===== src/rtl/solar_pkg.sv =====
// ============================================================================
//  Module      : solar_pkg
//  Description : Shared constants for the solar panel monitor register block:
//                register word offsets, CTRL/STATUS bit positions, ID value
//                and the Wishbone responder state type.
//  Revision    : 1.0 - initial release
// ============================================================================
`default_nettype none

package solar_pkg;

    // Word offsets (byte offset >> 2), compared against wbs_adr_i[7:2]
    localparam logic [5:0] REG_CTRL   = 6'h00;
    localparam logic [5:0] REG_THRESH = 6'h01;
    localparam logic [5:0] REG_STATUS = 6'h02;
    localparam logic [5:0] REG_DATA   = 6'h03;
    localparam logic [5:0] REG_ID     = 6'h04;

    // CTRL bit positions
    localparam int CTRL_EN     = 0;
    localparam int CTRL_IRQ_EN = 1;
    localparam int CTRL_CLEAR  = 2;

    // STATUS bit positions
    localparam int STAT_CNT_W = 4;
    localparam int STAT_EMPTY = 4;
    localparam int STAT_FULL  = 5;
    localparam int STAT_OVF   = 6;
    localparam int STAT_BELOW = 7;

    localparam logic [31:0] SOLAR_ID = 32'h534F_4C31;

    typedef enum logic [0:0] {
        ST_IDLE = 1'b0,
        ST_ACK  = 1'b1
    } wb_state_t;

endpackage

`default_nettype wire


===== src/rtl/solar_sample_fifo.sv =====
// ============================================================================
//  Module      : solar_sample_fifo
//  Description : Power-of-two sample FIFO with synchronous clear and
//                simultaneous push/pop. A pop on empty is ignored; a push on
//                full only lands if a pop frees a slot in the same cycle.
//  Revision    : 1.0 - initial release
// ============================================================================
`default_nettype none

module solar_sample_fifo #(
    parameter int DEPTH = 8,
    parameter int WIDTH = 14
) (
    input  logic                     clk,
    input  logic                     rst_n,
    input  logic                     clr,
    input  logic                     push,
    input  logic                     pop,
    input  logic [WIDTH-1:0]         wdata,
    output logic [WIDTH-1:0]         rdata,
    output logic [$clog2(DEPTH):0]   count,
    output logic                     full,
    output logic                     empty
);

    localparam int PTR_W = $clog2(DEPTH);
    localparam int CNT_W = PTR_W + 1;

    logic [WIDTH-1:0] mem [DEPTH];
    logic [PTR_W-1:0] wr_ptr;
    logic [PTR_W-1:0] rd_ptr;
    logic [CNT_W-1:0] cnt;
    logic             do_pop;
    logic             do_push;

    assign do_pop  = pop & ~empty;
    assign do_push = push & (~full | do_pop);

    assign full  = (cnt == CNT_W'(DEPTH));
    assign empty = (cnt == '0);
    assign count = cnt;
    assign rdata = mem[rd_ptr];

    // Pointer and occupancy tracking; clear overrides any push or pop
    always_ff @(posedge clk or negedge rst_n) begin
        if (!rst_n) begin
            wr_ptr <= '0;
            rd_ptr <= '0;
            cnt    <= '0;
        end else if (clr) begin
            wr_ptr <= '0;
            rd_ptr <= '0;
            cnt    <= '0;
        end else begin
            if (do_push) wr_ptr <= wr_ptr + PTR_W'(1);
            if (do_pop)  rd_ptr <= rd_ptr + PTR_W'(1);
            case ({do_push, do_pop})
                2'b10:   cnt <= cnt + CNT_W'(1);
                2'b01:   cnt <= cnt - CNT_W'(1);
                default: cnt <= cnt;
            endcase
        end
    end

    // Storage array; contents are only observed through a non-empty read
    always_ff @(posedge clk) begin
        if (do_push && !clr) mem[wr_ptr] <= wdata;
    end

endmodule

`default_nettype wire


===== src/rtl/solar_wb_regs.sv =====
// ============================================================================
//  Module      : solar_wb_regs
//  Description : Wishbone classic register responder for the solar panel
//                monitor: CTRL/THRESH/STATUS/DATA/ID registers, 8-entry
//                sample FIFO, sticky overflow/below flags and interrupt.
//  Revision    : 1.0 - initial release
// ============================================================================
`default_nettype none

module solar_wb_regs
    import solar_pkg::*;
#(
    parameter logic [31:0] BASE_ADDR  = 32'h3000_0000,
    parameter int          FIFO_DEPTH = 8,
    parameter int          SAMPLE_W   = 12
) (
    input  logic                wb_clk_i,
    input  logic                wb_rst_ni,
    input  logic                wbs_stb_i,
    input  logic                wbs_cyc_i,
    input  logic                wbs_we_i,
    input  logic [3:0]          wbs_sel_i,
    input  logic [31:0]         wbs_adr_i,
    input  logic [31:0]         wbs_dat_i,
    output logic                wbs_ack_o,
    output logic [31:0]         wbs_dat_o,
    input  logic                sample_valid_i,
    input  logic [SAMPLE_W-1:0] sample_data_i,
    input  logic [1:0]          sample_ch_i,
    output logic                ctrl_en_o,
    output logic [SAMPLE_W-1:0] ctrl_thresh_o,
    output logic                irq_o
);

    localparam int CNT_W   = $clog2(FIFO_DEPTH) + 1;
    localparam int ENTRY_W = SAMPLE_W + 2;

    wb_state_t            state;
    wb_state_t            next_state;
    logic                 hit;
    logic                 accept;
    logic                 wr_acc;
    logic                 rd_acc;
    logic [5:0]           offset;
    logic                 ctrl_en;
    logic                 irq_en;
    logic [SAMPLE_W-1:0]  thresh;
    logic                 ovf;
    logic                 below;
    logic                 fifo_clr;
    logic                 fifo_push;
    logic                 fifo_pop;
    logic [ENTRY_W-1:0]   fifo_rdata;
    logic [CNT_W-1:0]     fifo_count;
    logic                 fifo_full;
    logic                 fifo_empty;
    logic                 sample_fits;
    logic                 set_ovf;
    logic                 set_below;
    logic                 w1c_ovf;
    logic                 w1c_below;
    logic [31:0]          rd_mux;
    logic                 unused_ok;

    assign hit    = (wbs_adr_i[31:8] == BASE_ADDR[31:8]);
    assign offset = wbs_adr_i[7:2];
    assign accept = (state == ST_IDLE) & wbs_stb_i & wbs_cyc_i & hit;
    assign wr_acc = accept & wbs_we_i;
    assign rd_acc = accept & ~wbs_we_i;

    // fifo_clear is a pulse taken straight from the write; nothing is stored
    assign fifo_clr  = wr_acc & (offset == REG_CTRL) & wbs_sel_i[0] & wbs_dat_i[CTRL_CLEAR];
    assign fifo_push = ctrl_en & sample_valid_i;
    assign fifo_pop  = rd_acc & (offset == REG_DATA);

    // A push lands if there is room or a real pop frees a slot this cycle
    assign sample_fits = ~fifo_full | (fifo_pop & ~fifo_empty);
    assign set_ovf     = fifo_push & ~sample_fits & ~fifo_clr;
    assign set_below   = fifo_push & sample_fits & ~fifo_clr & (sample_data_i < thresh);
    assign w1c_ovf     = wr_acc & (offset == REG_STATUS) & wbs_sel_i[0] & wbs_dat_i[STAT_OVF];
    assign w1c_below   = wr_acc & (offset == REG_STATUS) & wbs_sel_i[0] & wbs_dat_i[STAT_BELOW];

    assign wbs_ack_o     = (state == ST_ACK);
    assign ctrl_en_o     = ctrl_en;
    assign ctrl_thresh_o = thresh;

    // Address/sel/data bits that no register field consumes
    assign unused_ok = ^{wbs_adr_i[1:0], wbs_sel_i[3:2], wbs_dat_i};

    solar_sample_fifo #(
        .DEPTH (FIFO_DEPTH),
        .WIDTH (ENTRY_W)
    ) u_fifo (
        .clk   (wb_clk_i),
        .rst_n (wb_rst_ni),
        .clr   (fifo_clr),
        .push  (fifo_push),
        .pop   (fifo_pop),
        .wdata ({sample_ch_i, sample_data_i}),
        .rdata (fifo_rdata),
        .count (fifo_count),
        .full  (fifo_full),
        .empty (fifo_empty)
    );

    // Responder state register
    always_ff @(posedge wb_clk_i or negedge wb_rst_ni) begin
        if (!wb_rst_ni) state <= ST_IDLE;
        else            state <= next_state;
    end

    // Responder next state: accept in IDLE, always one cycle of ACK
    always_comb begin
        next_state = state;
        case (state)
            ST_IDLE: if (wbs_stb_i && wbs_cyc_i && hit) next_state = ST_ACK;
            ST_ACK:  next_state = ST_IDLE;
            default: next_state = ST_IDLE;
        endcase
    end

    // Read data selection from pre-edge register and FIFO state
    always_comb begin
        rd_mux = '0;
        case (offset)
            REG_CTRL: begin
                rd_mux[CTRL_EN]     = ctrl_en;
                rd_mux[CTRL_IRQ_EN] = irq_en;
            end
            REG_THRESH: rd_mux[SAMPLE_W-1:0] = thresh;
            REG_STATUS: begin
                rd_mux[STAT_CNT_W-1:0] = STAT_CNT_W'(fifo_count);
                rd_mux[STAT_EMPTY]     = fifo_empty;
                rd_mux[STAT_FULL]      = fifo_full;
                rd_mux[STAT_OVF]       = ovf;
                rd_mux[STAT_BELOW]     = below;
            end
            REG_DATA:   if (!fifo_empty) rd_mux[ENTRY_W-1:0] = fifo_rdata;
            REG_ID:     rd_mux = SOLAR_ID;
            default:    rd_mux = '0;
        endcase
    end

    // Control registers with per-byte write enables
    always_ff @(posedge wb_clk_i or negedge wb_rst_ni) begin
        if (!wb_rst_ni) begin
            ctrl_en <= 1'b0;
            irq_en  <= 1'b0;
            thresh  <= '0;
        end else if (wr_acc) begin
            if (offset == REG_CTRL && wbs_sel_i[0]) begin
                ctrl_en <= wbs_dat_i[CTRL_EN];
                irq_en  <= wbs_dat_i[CTRL_IRQ_EN];
            end
            if (offset == REG_THRESH) begin
                if (wbs_sel_i[0]) thresh[7:0]          <= wbs_dat_i[7:0];
                if (wbs_sel_i[1]) thresh[SAMPLE_W-1:8] <= wbs_dat_i[SAMPLE_W-1:8];
            end
        end
    end

    // Sticky flags: a set event in the same cycle beats write-one-to-clear
    always_ff @(posedge wb_clk_i or negedge wb_rst_ni) begin
        if (!wb_rst_ni) begin
            ovf   <= 1'b0;
            below <= 1'b0;
        end else begin
            ovf   <= (ovf & ~w1c_ovf) | set_ovf;
            below <= (below & ~w1c_below) | set_below;
        end
    end

    // Read data capture on the accept edge (pop happens on the same edge)
    always_ff @(posedge wb_clk_i or negedge wb_rst_ni) begin
        if (!wb_rst_ni)  wbs_dat_o <= '0;
        else if (accept) wbs_dat_o <= wbs_we_i ? 32'h0 : rd_mux;
    end

    // Interrupt follows the registered flags one cycle later
    always_ff @(posedge wb_clk_i or negedge wb_rst_ni) begin
        if (!wb_rst_ni) irq_o <= 1'b0;
        else            irq_o <= irq_en & (ovf | below);
    end

endmodule

`default_nettype wire

===== config.mk =====
export PLATFORM = sky130hd
export DESIGN_NAME = solar_wb_regs
export DESIGN_NICKNAME = d
export VERILOG_FILES = /design/src/rtl/solar_pkg.sv /design/src/rtl/solar_sample_fifo.sv /design/src/rtl/solar_wb_regs.sv
export SDC_FILE = /design/constraint.sdc
export NUM_CORES = 1
export LEC_CHECK = 0
export ABC_AREA = 1
export CAP_MARGIN = 0
export CORE_ASPECT_RATIO = 0.75
export CORE_MARGIN = 4
export CORE_UTILIZATION = 40
export CTS_CLUSTER_SIZE = 28
export DETAILED_ROUTE_END_ITERATION = 7
export HOLD_SLACK_MARGIN = 0.15
export PLACE_DENSITY_LB_ADDON = 0.2
export SYNTH_ARGS = -nofsm -noshare
export SYNTH_HDL_FRONTEND = slang
export SYNTH_SLANG_ARGS = --single-unit

===== constraint.sdc =====
create_clock -name wb_clk_i -period 5.4 [get_ports wb_clk_i]
set_clock_uncertainty 0.2 [all_clocks]
set_input_delay 1.08 -clock wb_clk_i [delete_from_list [all_inputs] [get_ports wb_clk_i]]
set_output_delay 1.08 -clock wb_clk_i [all_outputs]
set_load 0.05 [all_outputs]

==> results.json, run 1 <==
{
  "status": "completed",
  "cts_tree": "yes",
  "power.share.combinational": 0.044,
  "vias": 5443,
  "finalSetupViolCount": 0,
  "synth_compound_area_frac": 0.110,
  "die_w_um": 163,
  "post-cts-setup-buffers": 0,
  "ios": 135,
  "cts_buffers": 17,
  "switching_share": 0.210,
  "drtPass1Iterations": 5,
  "ys_types": 42,
  "path_cells": "clkdlybuf4s50_1 > nor2_2 > inv_2 > nor2_4 > nand2_2 > nor2_4 > nand4_2 > inv_1 > ha_1 > a21oi_1 > nand2_1 > xor2_1 > xor2_1 > nand2_1 > nand2_1",
  "num_rows": 42,
  "syn_avg_cell_area_um2": 10.4,
  "yosys.area_share.simple": 0.177,
  "synthCells": 694,
  "path_clk_slew_ns": 0.06,
  "wirelength_mm": 18.8,
  "peakVddDrop_mv": 0.231,
  "final.min_clock_period_ns": 3.80,
  "root_buffer": "clkbuf_16",
  "design.core.area_um2": 17700,
  "worst_pin_slew_ns": 0.885,
  "syn_area_um2": 7220,
  "grt_pass1_wl_mm": 29.7,
  "ys.flop_type": "edfxtp_1",
  "ant_nets": 0,
  "ys_ff_latch": 155,
  "p_int_mw": 1.97,
  "mostFrequentLayoutCells": "edfxtp_1, nor2_1, clkdlybuf4s50_1",
  "critical_path.startpoint_type": "input port",
  "grt_max_degree": 60,
  "wl_per_cell_um": 18.0,
  "layout_commonest_cell": "edfxtp_1",
  "die-area_um2": 20300,
  "vias_per_cell": 5.20,
  "crit_fanout": 14,
  "synthXorXnorAreaFrac": 0.00607,
  "yosysSeqAreaShare": 0.615,
  "clk_latency_ns": 0.43,
  "hold_start": "wbs_dat_o[12]$_DFFE_PN0N_",
  "htreeDepth": 4,
  "fin_tns_setup_ns": 0,
  "nFillCells": 1589,
  "fin_crit_sh": 0.704,
  "hold_viol_final": 0,
  "hold_buffers": 0,
  "switching_power_mw": 0.522,
  "async_flop_share": 0.277,
  "clk_path_buf_depth": 2,
  "antenna_found_initial": 0,
  "dp_hpwl_mm": 13.0,
  "final.setup.worst_slack_ns": 1.60,
  "grt_pass1_vias": 5331,
  "drv_cap": 0,
  "end_kind": "register",
  "critPathLaunch": "wbs_adr_i[7]",
  "cts_resized": 0,
  "drt_iter0_drc": 508,
  "arrival_ns": 3.91,
  "hp-class": "register to register",
  "crit_end": "u_fifo.count[3]$_DFFE_PN0P_",
  "overflow": 0,
  "io_buffers": 102,
  "area_growth_pct": 24.2,
  "cts_sinks": 155,
  "grt_usage": 0.191,
  "cp_slowest_cell": "nor2_4",
  "slew_violations": 0,
  "power.leakage_nw": 3.44,
  "clock_power_share": 0.443,
  "synthMuxAreaShare": 0,
  "reg2reg_depth": 13,
  "post-route-drc-count": 0,
  "rrSetupSlack_ns": 2.23,
  "preCtsSetupSlack_ns": 1.18,
  "chipHeight_um": 124,
  "drive_gt1_frac": 0.0882,
  "fmax_mhz": 263,
  "seqPwrFrac": 0.514,
  "r2r-start": "u_fifo.count[0]$_DFFE_PN0P_",
  "crit_type": "input port to register",
  "nets": 896,
  "synth_warnings": 0,
  "max_stage_delay_ns": 0.49,
  "antenna_cells": 0,
  "finalWeightedCongestion": 0.846,
  "r2r_end": "u_fifo.count[3]$_DFFE_PN0P_",
  "slew_headroom": 0.410,
  "hold_depth": 1,
  "final-seq-area_um2": 4440,
  "synth_fa_ha_area_frac": 0.0288,
  "power_density_nw_per_um2": 278,
  "initial_core_util": 0.409,
  "multi_input_area_um2": 2350,
  "synth-edff-count": 112,
  "rsz0062_at_grt": "no",
  "crit_required_ns": 5.51,
  "synth_top_family_by_area": "simple AND/OR/NAND/NOR gates",
  "path_common_cell": "nand2_1"
}
how the worst min path moves through the flow:
stage	to
after floorplan	irq_o$_DFF_PN0_
after global placement	wbs_dat_o[13]$_DFFE_PN0N_
after detailed placement	wbs_dat_o[13]$_DFFE_PN0N_
after CTS	wbs_dat_o[13]$_DFFE_PN0N_
after global routing	wbs_dat_o[13]$_DFFE_PN0N_
final	wbs_dat_o[12]$_DFFE_PN0N_
through the flow:
step	instance area [µm²]	cells	power (mW)	hold slack, ns	util
finish	8960	1047	2.49	0.280	0.508
global route	8960	1047	2.57	0.293	0.508
CTS	8960	1047	2.51	0.286	0.508
detailed placement	8420	1015	1.41	0.273	0.477
global placement	8420	1015	1.41	0.268	0.477
floorplan	7250	701	1.34	0.266	-
metal layers:
layer / vias up / wire length, µm / GRT usage / share of wire
met2: 189 / 9030 / 0.302 / 0.48
met5: - / 0 / 0 / 0
li1: 2583 / - / - / -
met4: 0 / 376 / 0.0676 / 0.020
met3: 25 / 1330 / 0.0367 / 0.071
met1: 2646 / 8080 / 0.264 / 0.43
flip-flops by register name (all words and copies together), names as in the netlist, 3 cells and up:
name / flops
wbs_dat_o: 15
u_fifo.rd_ptr: 3
u_fifo.count: 4
u_fifo.wr_ptr: 3
ctrl_thresh_o: 12
u_fifo.mem: 112
worst max-delay path: cells and delay by family:
kind	cells	cell delay, ns
xor+xnor	2	0.30
simple gates	8	1.40
buf+inv	3	0.68
fa+ha+maj	1	0.28
compound gates	1	0.16
logic make-up (layout without fill, tap and decap cells):
group / after synthesis / after routing
xor+xnor: 5 / 5
simple gates: 279 / 279
compound gates: 138 / 138
flops: 155 / 155
fa+ha+maj: 16 / 16
other cells: 1 / 8
buf+inv: 100 / 204
area by class of cell:
class | count | area share
multi-input combinational | 446 | 0.262
clock buffer | 23 | 0.0546
timing repair buffer | 113 | 0.123
clock inverter | 9 | 0.00670
tap | 242 | 0.0338
sequential | 155 | 0.495
inverter | 59 | 0.0247
synth_stat cells (3+ instances only):
master	number	area (µm²)
nand2_2	3	18.8
edfxtp_1	112	3360
clkbuf_1	14	52.6
nand3_1	28	140
inv_1	54	203
buf_4	19	143
nor2_1	108	405
o21ai_1	5	25.0
ha_1	15	188
o21ai_0	81	405
nand4_1	15	93.8
buf_2	6	30.0
nor3_1	3	15.0
o221ai_1	4	35.0
o22ai_1	5	31.3
dfrtp_1	43	1080
nor2_4	4	45.0
nor2_2	6	37.5
nand2_1	99	372
inv_2	5	18.8
o21a_1	3	22.5
o211ai_1	16	120
a21oi_1	14	70.1
xor2_1	5	43.8
power groups by stage:
stage / Sequential, mW / Clock, mW / Combinational (mW)
after global placement: 1.30 / 0 / 0.105
after CTS: 1.28 / 1.12 / 0.109
after floorplan: 1.30 / 0 / 0.0372
after global routing: 1.28 / 1.17 / 0.119
final: 1.28 / 1.10 / 0.109
after detailed placement: 1.30 / 0 / 0.109
Note: power is estimated with default switching activity, not from simulation.
==> run 2, diff against run 1 <==
Clock period 5.4 ns to 3.5 ns, I/O delays scaled along.
==> results.json, run 2 (synthesis gave the netlist of run 1 again) <==
{
  "status": "completed",
  "power_density_nw_per_um2": 420,
  "finalSetupViolCount": 0,
  "nets": 910,
  "crit_required_ns": 3.34,
  "final_cells": 1061,
  "cts_tree": "yes",
  "wl_per_cell_um": 18.4,
  "die-area_um2": 20300,
  "multi_input_area_um2": 2350,
  "cts_sinks": 155,
  "hp-class": "register to register",
  "final.min_clock_period_ns": 3.01,
  "largest_reg_flops": 112,
  "wirelength_mm": 19.5,
  "antenna_cells": 0,
  "fmax_mhz": 332,
  "power.leakage_nw": 3.51,
  "total_power_mw": 3.83,
  "finalWeightedCongestion": 0.881,
  "root_buffer": "clkbuf_16",
  "timing.critical_path.buf_inv": 2,
  "chipHeight_um": 124,
  "preCtsSetupSlack_ns": -0.00793,
  "die_w_um": 163,
  "crit_fanout": 14,
  "grt_pass1_wl_mm": 30.1,
  "cp_slowest_cell": "nor2_2",
  "overflow": 0,
  "clk_latency_ns": 0.42,
  "num_rows": 42,
  "grt_max_degree": 59,
  "top_register": "u_fifo.mem",
  "clk_path_buf_depth": 2,
  "slew_violations": 0,
  "path_clk_slew_ns": 0.06,
  "cts_buffers": 17,
  "drv_cap": 0,
  "ant_nets": 0,
  "crit_type": "input port to register",
  "dp_cells": 1028,
  "ios": 135,
  "io_buffers": 102,
  "rsz0062_at_grt": "no",
  "layout_commonest_cell": "edfxtp_1",
  "drt_iter0_drc": 512,
  "drive_gt1_frac": 0.0989,
  "path_delay_family": "simple AND/OR/NAND/NOR gates",
  "vias": 5489,
  "htreeDepth": 4,
  "drtPass1Iterations": 5,
  "arrival_ns": 2.85,
  "initial_core_util": 0.409,
  "area_growth_pct": 26.3,
  "critical_path.startpoint_type": "input port",
  "end_kind": "register",
  "nFillCells": 1559,
  "grt_usage": 0.195,
  "final_core_util": 0.517,
  "fin_crit_sh": 0.860,
  "dp_hpwl_mm": 13.7,
  "post-route-drc-count": 0,
  "final-seq-area_um2": 4440,
  "hold_viol_final": 0,
  "path_cells": "clkdlybuf4s50_1 > nor2_1 > nand2_1 > nor2_1 > nand2_1 > nor2_8 > buf_4 > nand4_2 > nor2_4 > nor2_8 > nand2_4 > nor2_2",
  "post-cts-setup-buffers": 0,
  "worst_pin_slew_ns": 0.935,
  "final.setup.worst_slack_ns": 0.489,
  "max_stage_delay_ns": 0.70,
  "peakVddDrop_mv": 0.400,
  "antenna_found_initial": 0,
  "vias_per_cell": 5.17,
  "grt_pass1_vias": 5267,
  "mostFrequentLayoutCells": "edfxtp_1, nor2_1, clkdlybuf4s50_1",
  "design.core.area_um2": 17700,
  "slew_headroom": 0.376
}
==> run 2: cell count changes in the layout (fill, tap and decap cells not counted), sizes merged <==
cell	before	now
buf	12	25
bufinv	0	1
clkbuf	23	19
clkinv	5	9
dlygate4sd3	0	1
inv	61	60
==> run 2: report_power, final <==
part	switching [mW]	total (mW)	internal (mW)
logic	0.0921	0.170	0.0782
clock network	0.718	1.69	0.968
registers	0.00000000506	1.97	1.97
==> run 2: area by class of cell <==
type,instances,area share
timing repair buffer,127,0.139
multi-input combinational,446,0.258
tap,242,0.0332
clock buffer,19,0.0475
inverter,59,0.0243
sequential,155,0.487
clock inverter,13,0.0112
==> run 2: layer usage <==
layer / vias to the layer above / global-route usage / routed length, µm
met3: 19 / 0.0447 / 1220
met1: 2671 / 0.280 / 8960
met2: 185 / 0.299 / 9080
li1: 2614 / - / -
met4: 0 / 0.0518 / 254
met5: - / 0 / 0
==> run 2: path summary, 6_finish.rpt <==
| kind | startpoint | endpoint | slack (ns) | cells past startpoint |
|---|---|---|---|---|
| min reg2reg | wbs_dat_o[12]$_DFFE_PN0N_ | wbs_dat_o[12]$_DFFE_PN0N_ | 0.28 | 1 |
| min in group asynchronous | wb_rst_ni | wbs_dat_o[28]$_DFFE_PN0N_ | 0.64 | 2 |
| max reg2reg | u_fifo.count[0]$_DFFE_PN0P_ | u_fifo.mem[2][3]$_DFFE_PP_ | 0.77 | 10 |
| min | wbs_dat_o[12]$_DFFE_PN0N_ | wbs_dat_o[12]$_DFFE_PN0N_ | 0.28 | 1 |
| max | wbs_adr_i[15] | u_fifo.mem[2][3]$_DFFE_PP_ | 0.49 | 12 |
| max in group asynchronous | wb_rst_ni | wbs_dat_o[9]$_DFFE_PN0N_ | 1.73 | 3 |
==> run 2: timing repair <==
| item | 4_1_cts | 5_1_grt |
|---|---|---|
| resized for setup | 0 | 0 |
| endpoints found under the setup margin | 0 | 0 |
| hold buffers | 1 | 0 |
| hold endpoints to repair | 22 | 0 |
==> run 2: per-stage QoR <==
step | hold WS (ns) | TNS [ns] | cell area (µm²)
2_1_floorplan | 0.204 | 0 | 7250
3_3_place_gp | 0.272 | 0 | 8570
3_5_place_dp | 0.276 | -0.0871 | 8570
4_1_cts | 0.291 | 0 | 9120
5_1_grt | 0.294 | 0 | 9120
6_report | 0.283 | 0 | 9120
==> run 3, diff against run 2 <==
Settings changed: CTS_BUF_LIST set to sky130_fd_sc_hd__clkbuf_4 sky130_fd_sc_hd__clkbuf_8, CTS_CLUSTER_SIZE 28 to 40.
==> results.json, run 3 (synthesis gave the netlist of run 1 again) <==
{
  "status": "completed",
  "critical_path.startpoint_type": "input port",
  "initial_core_util": 0.409,
  "chipHeight_um": 124,
  "post-cts-setup-buffers": 0,
  "grt_usage": 0.195,
  "hold_viol_final": 0,
  "worst_pin_slew_ns": 0.945,
  "clk_path_buf_depth": 2,
  "layout_commonest_cell": "edfxtp_1",
  "worstSetupPathDepth": 12,
  "critPathLaunch": "wbs_adr_i[15]",
  "ant_nets": 0,
  "path_cells": "clkdlybuf4s50_1 > nor2_1 > nand2_1 > nor2_1 > nand2_1 > nor2_8 > buf_4 > nand4_2 > nor2_4 > nor2_8 > nand2_4 > nor2_2",
  "clk_latency_ns": 0.45,
  "largest_reg_flops": 112,
  "num_rows": 42,
  "root_buffer": "clkbuf_8",
  "antenna_cells": 0,
  "dp_hpwl_mm": 13.7,
  "vias": 5463,
  "finalWeightedCongestion": 0.881,
  "htreeDepth": 4,
  "grt_pass1_wl_mm": 30.0,
  "nets": 910,
  "grt_max_degree": 59,
  "arrival_ns": 2.85,
  "grt_pass1_vias": 5254,
  "slew_violations": 0,
  "crit_required_ns": 3.38,
  "area_growth_pct": 23.8,
  "overflow": 0,
  "final.min_clock_period_ns": 2.98,
  "antenna_found_initial": 0,
  "die-area_um2": 20300,
  "peakVddDrop_mv": 0.237,
  "power_density_nw_per_um2": 377,
  "ios": 135,
  "vias_per_cell": 5.15,
  "drt_iter0_drc": 543,
  "io_buffers": 102,
  "crit_fanout": 14,
  "mostFrequentLayoutCells": "edfxtp_1, nor2_1, clkdlybuf4s50_1",
  "path_clk_slew_ns": 0.08,
  "design.core.area_um2": 17700,
  "rsz0062_at_grt": "no",
  "fmax_mhz": 336,
  "drv_cap": 0,
  "drive_gt1_frac": 0.101,
  "timing.critical_path.buf_inv": 2,
  "finalSetupViolCount": 0,
  "hold_depth": 1,
  "r2r-start": "u_fifo.count[0]$_DFFE_PN0P_",
  "post-route-drc-count": 0,
  "end_kind": "register",
  "die_w_um": 163,
  "drtPass1Iterations": 5,
  "fin_crit_sh": 0.850,
  "crit_type": "input port to register",
  "cts_tree": "yes",
  "max_stage_delay_ns": 0.71,
  "top_register": "u_fifo.mem",
  "reg2reg_depth": 10,
  "fin_tns_setup_ns": 0,
  "cp_slowest_cell": "nor2_2",
  "power.leakage_nw": 3.43,
  "hold_start": "wbs_dat_o[12]$_DFFE_PN0N_",
  "wl_per_cell_um": 18.4,
  "path_delay_family": "simple AND/OR/NAND/NOR gates",
  "cts_sinks": 155,
  "hp-class": "register to register",
  "slew_headroom": 0.369,
  "cts_buffers": 17,
  "timing.hold.ws_ns": 0.288,
  "wirelength_mm": 19.5
}
==> run 3: metrics by stage <==
step,instances,power [mW],util,instance area [µm²],worst slack (ns)
floorplan,701,2.07,-,7250,0.537
global placement,1028,2.17,0.486,8570,0.0661
global route,1061,3.50,0.506,8940,0.330
detailed placement,1028,2.18,0.486,8570,-0.00793
CTS,1061,3.39,0.506,8940,0.486
finish,1061,3.37,0.506,8940,0.525
==> run 3: where the power goes <==
group	switching, mW	leakage, nW	total, mW	internal, mW
combinational	0.0914	1.65	0.169	0.0781
clock	0.666	0.179	1.23	0.568
sequential	0.00000000499	1.59	1.97	1.97
total	0.757	3.43	3.37	2.61
==> run 3: what timing repair did <==
action,4_1_cts,5_1_grt
hold buffers,1,0
resized for setup,0,0
hold endpoints to repair,22,0
==> run 3: cell type report <==
cell class	instances	area, µm²
Fill cell	1584	8720
Sequential cell	155	4440
Multi-Input combinational cell	446	2350
Timing Repair Buffer	127	1270
Tap cell	242	303
Clock buffer	19	249
Inverter	59	221
Clock inverter	13	103
==> run 3: worst paths after layout <==
check,to,slack [ns]
max in group asynchronous,wbs_dat_o[9]$_DFFE_PN0N_,1.79
min in group asynchronous,ctrl_thresh_o[3]$_DFFE_PN0P_,0.59
hold reg to reg,wbs_dat_o[12]$_DFFE_PN0N_,0.29
setup / recovery,u_fifo.mem[2][0]$_DFFE_PP_,0.52
hold / removal,wbs_dat_o[12]$_DFFE_PN0N_,0.29
setup reg to reg,u_fifo.mem[2][0]$_DFFE_PP_,0.78
==> run 3: per-layer routing <==
| metal | vias up | track usage | wire length [µm] |
|---|---|---|---|
| li1 | 2604 | - | - |
| met1 | 2654 | 0.280 | 8880 |
| met2 | 179 | 0.298 | 9010 |
| met3 | 26 | 0.0417 | 1270 |
| met4 | 0 | 0.0557 | 315 |
| met5 | - | 0 | 0 |
